File: config.mk
export PLATFORM = sky130hd
export DESIGN_NAME = imem_loader
export DESIGN_NICKNAME = d
export VERILOG_FILES = /design/src/rtl/imem_loader.sv
export SDC_FILE = /design/constraint.sdc
export NUM_CORES = 1
export LEC_CHECK = 0
export BUFFER_PORTS_ARGS = -buffer_cell sky130_fd_sc_hd__buf_4
export CORE_MARGIN = 4
export CORE_UTILIZATION = 52
export CTS_BUF_LIST = sky130_fd_sc_hd__clkbuf_16
export DETAILED_ROUTE_END_ITERATION = 8
export PLACE_DENSITY = 0.8
export SLEW_MARGIN = 20
export SYNTH_ARGS = -nofsm -noshare
export SYNTH_HDL_FRONTEND = slang
export SYNTH_SLANG_ARGS = --single-unit
File: constraint.sdc
create_clock -name clk -period 2.6 [get_ports clk]
set_clock_uncertainty 0.1 [all_clocks]
set_input_delay 0.52 -clock clk [delete_from_list [all_inputs] [get_ports clk]]
set_output_delay 0.52 -clock clk [all_outputs]
set_load 0.03 [all_outputs]
File: src/rtl/imem_loader.sv
// imem_loader: receives a little-endian byte stream from a host, packs it into
// 32-bit instruction words and writes them to instruction memory. The core is
// held in reset until an all-zero terminator word has been written. If the
// memory fills up before a terminator arrives, the loader stops and flags overflow.
module imem_loader #(
  parameter int          DEPTH     = 1024,
  parameter logic [31:0] BASE_ADDR = 32'h0000_0000
) (
  input  logic        clk,
  input  logic        rst,
  input  logic        start,
  input  logic [7:0]  in_data,
  input  logic        in_valid,
  output logic        in_ready,
  output logic        mem_we,
  output logic [31:0] mem_addr,
  output logic [31:0] mem_wdata,
  output logic        core_hold,
  output logic        done,
  output logic        overflow,
  output logic [15:0] word_count
);

  typedef enum logic [1:0] {IDLE, LOAD, DONE, ERR} state_t;

  // Index of the last word slot; a non-terminator written here means overflow.
  localparam logic [15:0] LAST_IDX = 16'(DEPTH - 1);

  state_t      state_reg;
  logic [1:0]  byte_cnt_reg;
  logic        accept;
  logic        restart;
  logic        word_complete;
  logic [31:0] full_word;

  assign in_ready      = (state_reg == LOAD);
  assign accept        = in_valid && in_ready;
  // start is only honoured outside LOAD, so a stray pulse cannot corrupt a session.
  assign restart       = start && (state_reg != LOAD);
  assign word_complete = accept && (byte_cnt_reg == 2'd3);

  // Lower three byte lanes of the word under assembly; the fourth byte is
  // taken straight from in_data so the word can be written the next cycle.
  for (genvar gi = 0; gi < 3; gi++) begin : g_lane
    logic [7:0] lane_reg;

    // Capture the byte for this lane; cleared so a restart drops any partial word.
    always_ff @(posedge clk) begin
      if (rst || restart) begin
        lane_reg <= 8'h00;
      end else if (accept && (byte_cnt_reg == 2'(gi))) begin
        lane_reg <= in_data;
      end
    end
  end

  assign full_word = {in_data, g_lane[2].lane_reg, g_lane[1].lane_reg, g_lane[0].lane_reg};

  // Status outputs decode the state register only.
  assign core_hold = (state_reg != DONE);
  assign done      = (state_reg == DONE);
  assign overflow  = (state_reg == ERR);

  // Session FSM: byte counting, word write strobe, address/count bookkeeping.
  always_ff @(posedge clk) begin
    if (rst) begin
      state_reg    <= IDLE;
      byte_cnt_reg <= 2'd0;
      word_count   <= 16'd0;
      mem_we       <= 1'b0;
      mem_addr     <= BASE_ADDR;
      mem_wdata    <= 32'h0000_0000;
    end else begin
      mem_we <= 1'b0;
      case (state_reg)
        IDLE, DONE, ERR: begin
          if (start) begin
            state_reg    <= LOAD;
            byte_cnt_reg <= 2'd0;
            word_count   <= 16'd0;
          end
        end
        LOAD: begin
          if (accept) begin
            byte_cnt_reg <= byte_cnt_reg + 2'd1;
          end
          if (word_complete) begin
            mem_we     <= 1'b1;
            mem_wdata  <= full_word;
            mem_addr   <= BASE_ADDR + {14'd0, word_count, 2'b00};
            word_count <= word_count + 16'd1;
            // Terminator wins even when it lands in the last slot.
            if (full_word == 32'h0000_0000) begin
              state_reg <= DONE;
            end else if (word_count == LAST_IDX) begin
              state_reg <= ERR;
            end
          end
        end
        default: state_reg <= IDLE;
      endcase
    end
  end

endmodule

[Yosys cells after proc, flatten, opt, wreduce, memory -nomap -nowiden]
Index checks and enable logic that the tools add are counted.
Word-level totals
  bits in registers: 93
  output and inout port bits: 85
Cells by class
  add/subtract/negate cells: 2
  eq/ne operators: 13
  muxes and demuxes: 12
  bitwise logic cells: 1
  reductions and logical operators: 16
Operator list (number)
  logical NOT 32 bit: 1
  2-to-1 mux 16 bit: 2
  one-hot mux 16 bit (2 select lines): 1
  adder 16 x 1 -> 16 bit, second input constant: 1
  equality test 16 x 10 -> 1 bit, second input constant: 1
  2-to-1 mux 2 bit: 6
  equality test 2 bit, second input constant: 4
  one-hot mux 2 bit (2 select lines): 2
  logical AND 1 bit: 6
  != test 2 x 1 -> 1 bit, second input constant: 3
  AND reduction 2 bit: 3
  equality test 2 x 1 -> 1 bit, second input constant: 2
  logical NOT 2 bit: 2
  != test 2 bit, second input constant: 2
  != test 3 x 1 -> 1 bit, second input constant: 1
  AND reduction 3 bit: 1
  OR reduction 3 bit: 1
  adder 2 x 1 -> 2 bit, second input constant: 1
  OR reduction 2 bit: 1
  logical OR 1 bit: 1
  2-to-1 mux 1 bit: 1
  NOT 1 bit: 1

[Logic depth before layout (Yosys ltp)]
Gate-level depths: netlist (run 1).
  depth after elaboration: 5
  depth in mapped cells: 8
  mapped depth without buffers: 5

[Least setup slack after synthesis (run 1)]
OpenSTA, ideal clock, no wires.
  kind: reg-to-reg
  from: reg word_count[0]
  to: reg word_count[10]
  library setup time: 70 ps
  data arrival time: 1803 ps
  data required time: 2430 ps
  setup slack: 627 ps
  cell stages (with the launch flop): 6
  buffers on the path: 0
  period minus slack after synthesis: 1973 ps
  cells stage by stage: dfxtp_1 ha_1 and3_1 nand3_1 or4_1 a21oi_1
Between the ends
  word-level cells in the longest chain between the ends: 3
Ends and longest elaborated chain
  start: declaration: line 21  | output logic [15:0] word_count
  start signal: assignment: line 91  | word_count <= word_count + 16'd1;
  adder 16 x 1 -> 16 bit: line 91
  2-to-1 mux 16 bit: line 87  | if (word_complete) begin
  one-hot mux 16 bit (2 select lines): line 75  | case (state_reg)
Every way passes these cells. The select of a mux whose other input is x is not followed.
A chain may end at the register's enable or synchronous reset.

[Worst setup path in the final report (run 1)]
  from: reg byte_cnt_reg[0]
  to: reg word_count[13]
Between the ends
  word-level cells in the longest chain between the ends: 4
Ends and longest elaborated chain
  start: declaration: line 30  | logic [1:0] byte_cnt_reg;
  start signal: assignment: line 85  | byte_cnt_reg <= byte_cnt_reg + 2'd1;
  equality test 2 bit: line 40  | assign word_complete = accept && (byte_cnt_reg == 2'd3);
  logical AND 1 bit: line 40
  != test 2 x 1 -> 1 bit (no source line)
  AND reduction 2 bit (no source line)
Every way passes these cells.

==> reports/summary.md, run 1 <==
The run gives 0.502 as the sequential group share of total power. Among all cell types in the netlist, the one instantiated most often is nand2_1. The run gives 3 as the maximum level of the CTS H-tree. Entering global routing, the biggest net connects 55 pins.

The die is 93.3 um tall. The tools report the die area as 0.00870 mm2. After legalization and detailed placement, the total HPWL measured 6280 um. The run gives 0 as the number of routed nets with antenna violations. Along the worst hold path, the cell count comes to 2. The initial core utilization was 0.545. The critical path is of the register to register type. Power share of the combinational group: 0.050.

Setup repair after global routing left no endpoint under its margin. The measured slew at the worst slew-check pin is 787 ps, and the total global routing overflow is 0. The static leakage came out at 1.76 nW. The proportion of register bits with asynchronous set or reset after synthesis was 0. The logs give 2.21 mW for the internal power and 0.812 for the last weighted congestion value of the routability-driven placer.

In this run the critical register-to-register path is captured at word_count[13]$_SDFFE_PP0P_. In the post-synthesis netlist, the biggest area contributors are dfxtp_1 49%, nand2_1 16%, a21oi_1 11%, buf_4 3.4%, clkbuf_1 2.4%. Of all cell types, the one taking the most synthesized area is dfxtp_1. Setup violations remaining at the end of the flow were counted as 0. The fraction of synthesized cell area taken by the top area cell type came out at 0.492. Counting flops and latches in the post-synthesis netlist gives 93. Setup slack on the critical path of the routed design comes to 531 ps. Counting instances in the post-synthesis netlist gives the leading cell types as 159 x nand2_1, 93 x dfxtp_1, 86 x a21oi_1. The worst setup slack before clock tree synthesis was 501 ps.

The floorplan step set the die width to 93.3 um. The initial antenna violation count was 0; the number of antenna cells inserted was 0. The overall global routing resource usage was 0.216; the number of flops mapped to enable cells by yosys was 0. For flop-to-flop paths, the worst setup slack is 530 ps. For this run, the detailed router's first-pass iteration total came to 5.

The number of cells traversed by the worst register-to-register path works out to 5. Detailed router's first-iteration violation count: 219. Dividing the detail-routed via count by the number of cells gives 5.43. Based on the critical path, the design can be clocked at up to 0.483 GHz. For this design, the sink count on the clock tree is 93.

The worst hold path endpoint was mem_wdata[1]$_SDFFE_PP0P_. The number of flip-flops under the largest register name is 32, and the area of all placed cells without fillers is 0.00464 mm2. The clock latency on the worst-skew pair is 330 ps, and the number of rows created at floorplan is 30.

For the worst slew margin relative to its limit, the log shows 0.475. The proportion of layout cells with a drive suffix above 1 is 0.189. STA classifies the critical path startpoint as a register. The share of the cycle needed by the critical path after routing is 0.796, and the switching power share of the total is 0.231. The instance count of the mapped netlist was 482.

Of all nets on the critical path, the largest fanout is 20. In this run the worst hold path is classified as register to register. Areal power density over the cells: 618 mW/mm2. In this run the critical register-to-register path is launched from byte_cnt_reg[0]$_SDFFE_PP0P_. VDD sags by at most 0.336 mV. The mapped netlist covers 0.00378 mm2.

At the worst endpoint, the required time is 2720 ps. The number of global-route vias before repair is 3222. For the count of distinct cell types in the synthesized netlist, the log shows 41. Data on the critical path arrives at its endpoint at 2190 ps. The total of cells resized after clock tree synthesis is 0. Clock transition at the registers of the reported paths: 60 ps.

TritonCTS created 9 clock buffers. The tightest hold path in the finished design has a slack of 354 ps. After detailed routing, the average wire length per cell comes to 14.5 um. The tools report the cell at the root of the clock tree as clkbuf_16. The clock period minus final worst setup slack came out at 2070 ps.

The logs give 0 for the number of warnings printed during yosys synthesis and 0.00435 mm2 for the cell area after placement. The maximum root-to-sink buffer count is 2. The number of ports placed on the die boundary is 97, and the first-pass GRT wire length is 15200 um.

During placement, the flow inserted port buffers numbering 80. The tools report the number of maximum-capacitance violations as 0. The run finished with clean final reports.

The logs give 0.448 for the share of total power in the clock network and 0 for the number of DRC violations after detailed routing. Summed over all failing endpoints, the final setup total negative slack is 0 ps. The count of final max-slew check failures came out at 0.

From synthesis to final layout, the design area changed by 22.7%. For this design the total switching power over the nets is 661 uW. In this run, post-CTS hold repair placed 0 buffers. After the last flow step, the layout net total stands at 563. After clock tree synthesis, the setup repair step added 0 buffers. In this run the mean area of a mapped cell was 7.85 um2.

The worst setup path is captured at a register. The core region is 0.00694 mm2. In this run the most critical hold path is launched from mem_wdata[1]$_SDFFE_PP0P_. For the number of failing hold endpoints at the final stage, the log shows 0. TritonCTS built the clock tree.

For the portion of the post-synthesis area used by sequential elements, the log shows 0.492. The predominant post-synthesis flop cell is dfxtp_1. The detailed router placed 3516 vias in this run.

Sum of routed wire length over all layers: 9390 um.
==> power by group through the flow <==
stage | Combinational [mW] | Sequential (mW) | Clock (mW)
final | 0.143 | 1.44 | 1.28
after global routing | 0.154 | 1.44 | 1.37
after CTS | 0.142 | 1.44 | 1.29
after detailed placement | 0.142 | 1.47 | 0
after global placement | 0.140 | 1.47 | 0
after floorplan | 0.118 | 1.47 | 0
==> cell usage in the layout, fill, tap and decap left out, drive strengths merged, types with 2 or more instances in the layout <==
cell	instances
or4	5
a311oi	2
and2	6
nor2	11
buf	85
and4	2
inv	6
nand4	5
a21oi	87
nor3	5
o31ai	5
o21ai	6
clkinvlp	2
conb	16
nor4	11
clkinv	2
and3	2
nand3b	3
nand2b	2
ha	5
clkbuf	9
nand2	159
or4b	2
nand3	6
dfxtp	93
==> layer usage <==
metal | part of all wire | vias to the layer above | global-route usage
li1 | - | 1728 | -
met1 | 0.43 | 1629 | 0.273
met2 | 0.49 | 134 | 0.356
met3 | 0.061 | 25 | 0.0467
met4 | 0.023 | 0 | 0.0891
met5 | 0 | - | 0
==> final cells by class <==
class	count	area, um2
Clock buffer	9	225
Clock inverter	7	66.3
Fill cell	600	2300
Inverter	4	15.0
Multi-Input combinational cell	353	1710
Sequential cell	93	1860
Tap cell	96	120
Timing Repair Buffer	85	638
==> stage by stage <==
step | util | instances | power [mW]
4_1_cts | 0.668 | 647 | 2.87
3_3_place_gp | 0.626 | 631 | 1.61
2_1_floorplan | - | 497 | 1.59
3_5_place_dp | 0.626 | 631 | 1.61
6_report | 0.668 | 647 | 2.87
5_1_grt | 0.668 | 647 | 2.96
==> worst max-delay path, stage by stage (launching register included) <==
cell and delay, ps:
dfxtp_1 340, ha_1 220, and4b_2 240, a21oi_2 580, nor4_1 170, mux2_2 310
==> worst max path at each step <==
stage                                       from                          end  depth (start not counted)
CTS                 byte_cnt_reg[0]$_SDFFE_PP0P_  word_count[13]$_SDFFE_PP0P_                          5
global route        byte_cnt_reg[0]$_SDFFE_PP0P_  word_count[13]$_SDFFE_PP0P_                          5
floorplan             word_count[0]$_SDFFE_PP0P_  word_count[10]$_SDFFE_PP0P_                          5
global placement                        in_valid  word_count[13]$_SDFFE_PP0P_                          5
detailed placement                      in_valid  word_count[13]$_SDFFE_PP0P_                          5
finish              byte_cnt_reg[0]$_SDFFE_PP0P_  word_count[13]$_SDFFE_PP0P_                          5
==> logic make-up (layout without fill, tap and decap cells) <==
kind of cell / Yosys count / count (layout) / share of synthesized area
and+or+nand+nor: 223 / 223 / 0.261
buffers and inverters: 51 / 105 / 0.0701
AOI/OAI and AO/OA: 108 / 108 / 0.156
muxes: 1 / 1 / 0.00298
other: 1 / 16 / 0.000991
DFF: 93 / 93 / 0.492
adders and majority gates: 5 / 5 / 0.0165
Note: power is estimated with default switching activity, not from simulation.
==> run 2: changes to the inputs <==
Clock period 2.6 ns to 2.1 ns, I/O delays scaled along.
==> run 2 against run 1 <==
Maximum frequency is 7.0% higher. Combinational power is 30% higher. Critical path depth stayed put. Power is 37% higher. Critical path type unchanged. Critical endpoint is now word_count[8]$_SDFFE_PP0P_. Largest power group is now the clock network.
==> reports/summary.md, run 2 (synthesis gave the netlist of run 1 again) <==
The worst min-delay path class is input pin to register. In this run the critical register-to-register path is captured at word_count[8]$_SDFFE_PP0P_. Dividing total power by cell area gives a power density of 824 mW/mm2. At the later pin of the worst-skew pair, clock insertion delay measures 340 ps. Counting I/O delays and the setup requirement, the final critical path takes 1930 ps. The flow ran to the end, and the final reports show no timing, DRC or antenna violations. The clock net in this run drives a total of 93 sinks. The worst vdd rail ir drop is 0.541 mV. The tools report the detailed router's first-iteration violation count as 221. The run gives 0.00870 mm2 as the die area.

The run gives 0 as the count of final max-slew check failures. In this run, CTS created clock tree buffers numbering 9. In this run the count of I/O pins placed on the die edge is 97. The overall global routing resource usage is 0.224, and the proportion of layout cells with a drive suffix above 1 is 0.200. The number of antenna cells inserted came out at 0. The width of the die came out at 93.3 um. Row generation in the floorplan step produced 30 rows.

The clock tree synthesis step divided the H-tree into 3 levels. The overall via count from detail_route was 3519; the number of detailed-route iterations in the first pass was 6. The library cells used most frequently in the layout, excluding fill and tap cells, are 159 x nand2_1, 93 x dfxtp_1, 88 x buf_4. The critical path goes through ha_1 > and3_1 > nand3_1 > or4_1 > a21oi_1.

For the required time of the worst setup path, the log shows 2270 ps. In this run the worst path has a maximum fanout of 7. For the core area, the log shows 0.00694 mm2. Total of cells resized after clock tree synthesis: 0. Tracing the worst setup path back leads to its startpoint at word_count[0]$_SDFFE_PP0P_. The worst-case register-to-register setup slack is 170 ps. Adding up every negative setup slack in the final design gives 0 ps. The first-pass GRT wire length came out at 15700 um.

The tools report the critical register-to-register path startpoint as word_count[0]$_SDFFE_PP0P_. For the initial core utilization, the log shows 0.545. The total overflow left after global routing is 0. The startpoint identified for the worst hold timing path is rst. The worst setup path is launched from a register. Clock-pin slew was measured on the worst setup and hold paths at 60 ps.

Detail-routed via count per cell: 5.40. The post-route total power is 3.94 mW, and the half-perimeter wire length of the detailed placement result is 6370 um. The detail route stage leaves a number of antenna-violating nets equal to 0.

The slowest stage of the critical path belongs to the cell or4_1. The last weighted congestion value of the routability-driven placer was 0.843. The relative area change from synthesis to final layout was 26.3%. Clock tree synthesis selected as its root buffer the cell clkbuf_16. The cell area after placement was 0.00441 mm2; the share of the cycle needed by the critical path after routing was 0.920. In the routed design, unresolved DRC markers number 0. From bottom edge to top edge, the die measures 93.3 um. In the final routed layout, each cell accounts on average for 14.4 um. The finished cells cover 0.00478 mm2. In this run the post-CTS setup repair buffer count came out at 0.

The analysis attributes to cell leakage a power of 1.83 nW. For the pin with the worst max-slew slack, the measured transition is 612 ps. The number of failing hold endpoints at the final stage came out at 0.

For this run, the slowest stage of the critical path takes 520 ps. For this block, the routed nets add up to 9370 um of wire. Input and output buffers added on the ports amount to 80. No sink is reached through more buffers than the 2 on the longest clock path. The worst register-to-register path has a depth of 5.

In the final design database the tool counted 568 nets. Highest attainable clock frequency: 0.517 GHz. The number of flip-flops under the largest register name was 32; the number of global-route vias before repair was 3284. Across the run, the number of max-cap violations was 0. The tightest hold path in the finished design has a slack of 212 ps. For this design, the CTS-stage hold fixing added 0 buffers. Initial antenna violation count: 0. Setup repair after global routing left no endpoint under its margin.

The critical path start-end classification is register to register. Post-route core utilization: 0.688. Capture point of the worst path: word_count[8]$_SDFFE_PP0P_. TritonCTS built the clock tree. The maximum number of pins on one net before global-route repair came out at 60. The commonest non-fill, non-tap cell in the layout was nand2_1.

The tools report the arrival time at the worst endpoint as 2100 ps. The final number of setup-violating endpoints was 0. For the worst slew margin relative to its limit, the log shows 0.592. STA classifies the critical path endpoint as a register.
-- run 2: metrics by stage --
| step | std cells | setup slack, ps |
|---|---|---|
| finish | 652 | 167 |
| global route | 652 | 6.20 |
| CTS | 652 | 176 |
| detailed placement | 636 | 183 |
| global placement | 636 | 242 |
| floorplan | 497 | 127 |
-- run 2: cell type report --
type / count / area, um2
fill: 575 / 2170
sequential: 93 / 1860
multi-input combinational: 353 / 1710
timing repair buffer: 90 / 701
clock buffer: 9 / 225
clock inverter: 7 / 143
tap: 96 / 120
inverter: 4 / 15.0
-- run 2: worst min-delay path by stage --
| stage | endpoint | slack [ps] | cells after the start |
|---|---|---|---|
| 2_1_floorplan | mem_wdata[14]$_SDFFE_PP0P_ | 340 | 2 |
| 3_3_place_gp | mem_addr[8]$_SDFFE_PP0P_ | 340 | 2 |
| 3_5_place_dp | mem_wdata[18]$_SDFFE_PP0P_ | 350 | 2 |
| 4_1_cts | word_count[7]$_SDFFE_PP0P_ | 200 | 2 |
| 5_1_grt | word_count[7]$_SDFFE_PP0P_ | 210 | 2 |
| 6_report | word_count[7]$_SDFFE_PP0P_ | 210 | 2 |
-- run 2: worst max-delay path: cells and delay by family (launching register included) --
family / cells / cell delay (ps)
fa+ha+maj: 1 / 240
flops: 1 / 430
compound gates: 1 / 150
simple gates: 3 / 950
-- run 2: power by group --
part / switching [mW] / internal, mW / leakage [nW]
logic: 0.137 / 0.0485 / 0.905
clock network: 0.679 / 1.29 / 0.180
registers: 0.00904 / 1.77 / 0.750
total: 0.825 / 3.11 / 1.83
-- run 2: layer usage --
metal,global-route usage,part of all wire,vias to the layer above
met1,0.279,0.42,1621
met3,0.0475,0.067,13
met5,0,0,-
li1,-,-,1752
met2,0.381,0.49,133
met4,0.0794,0.016,0
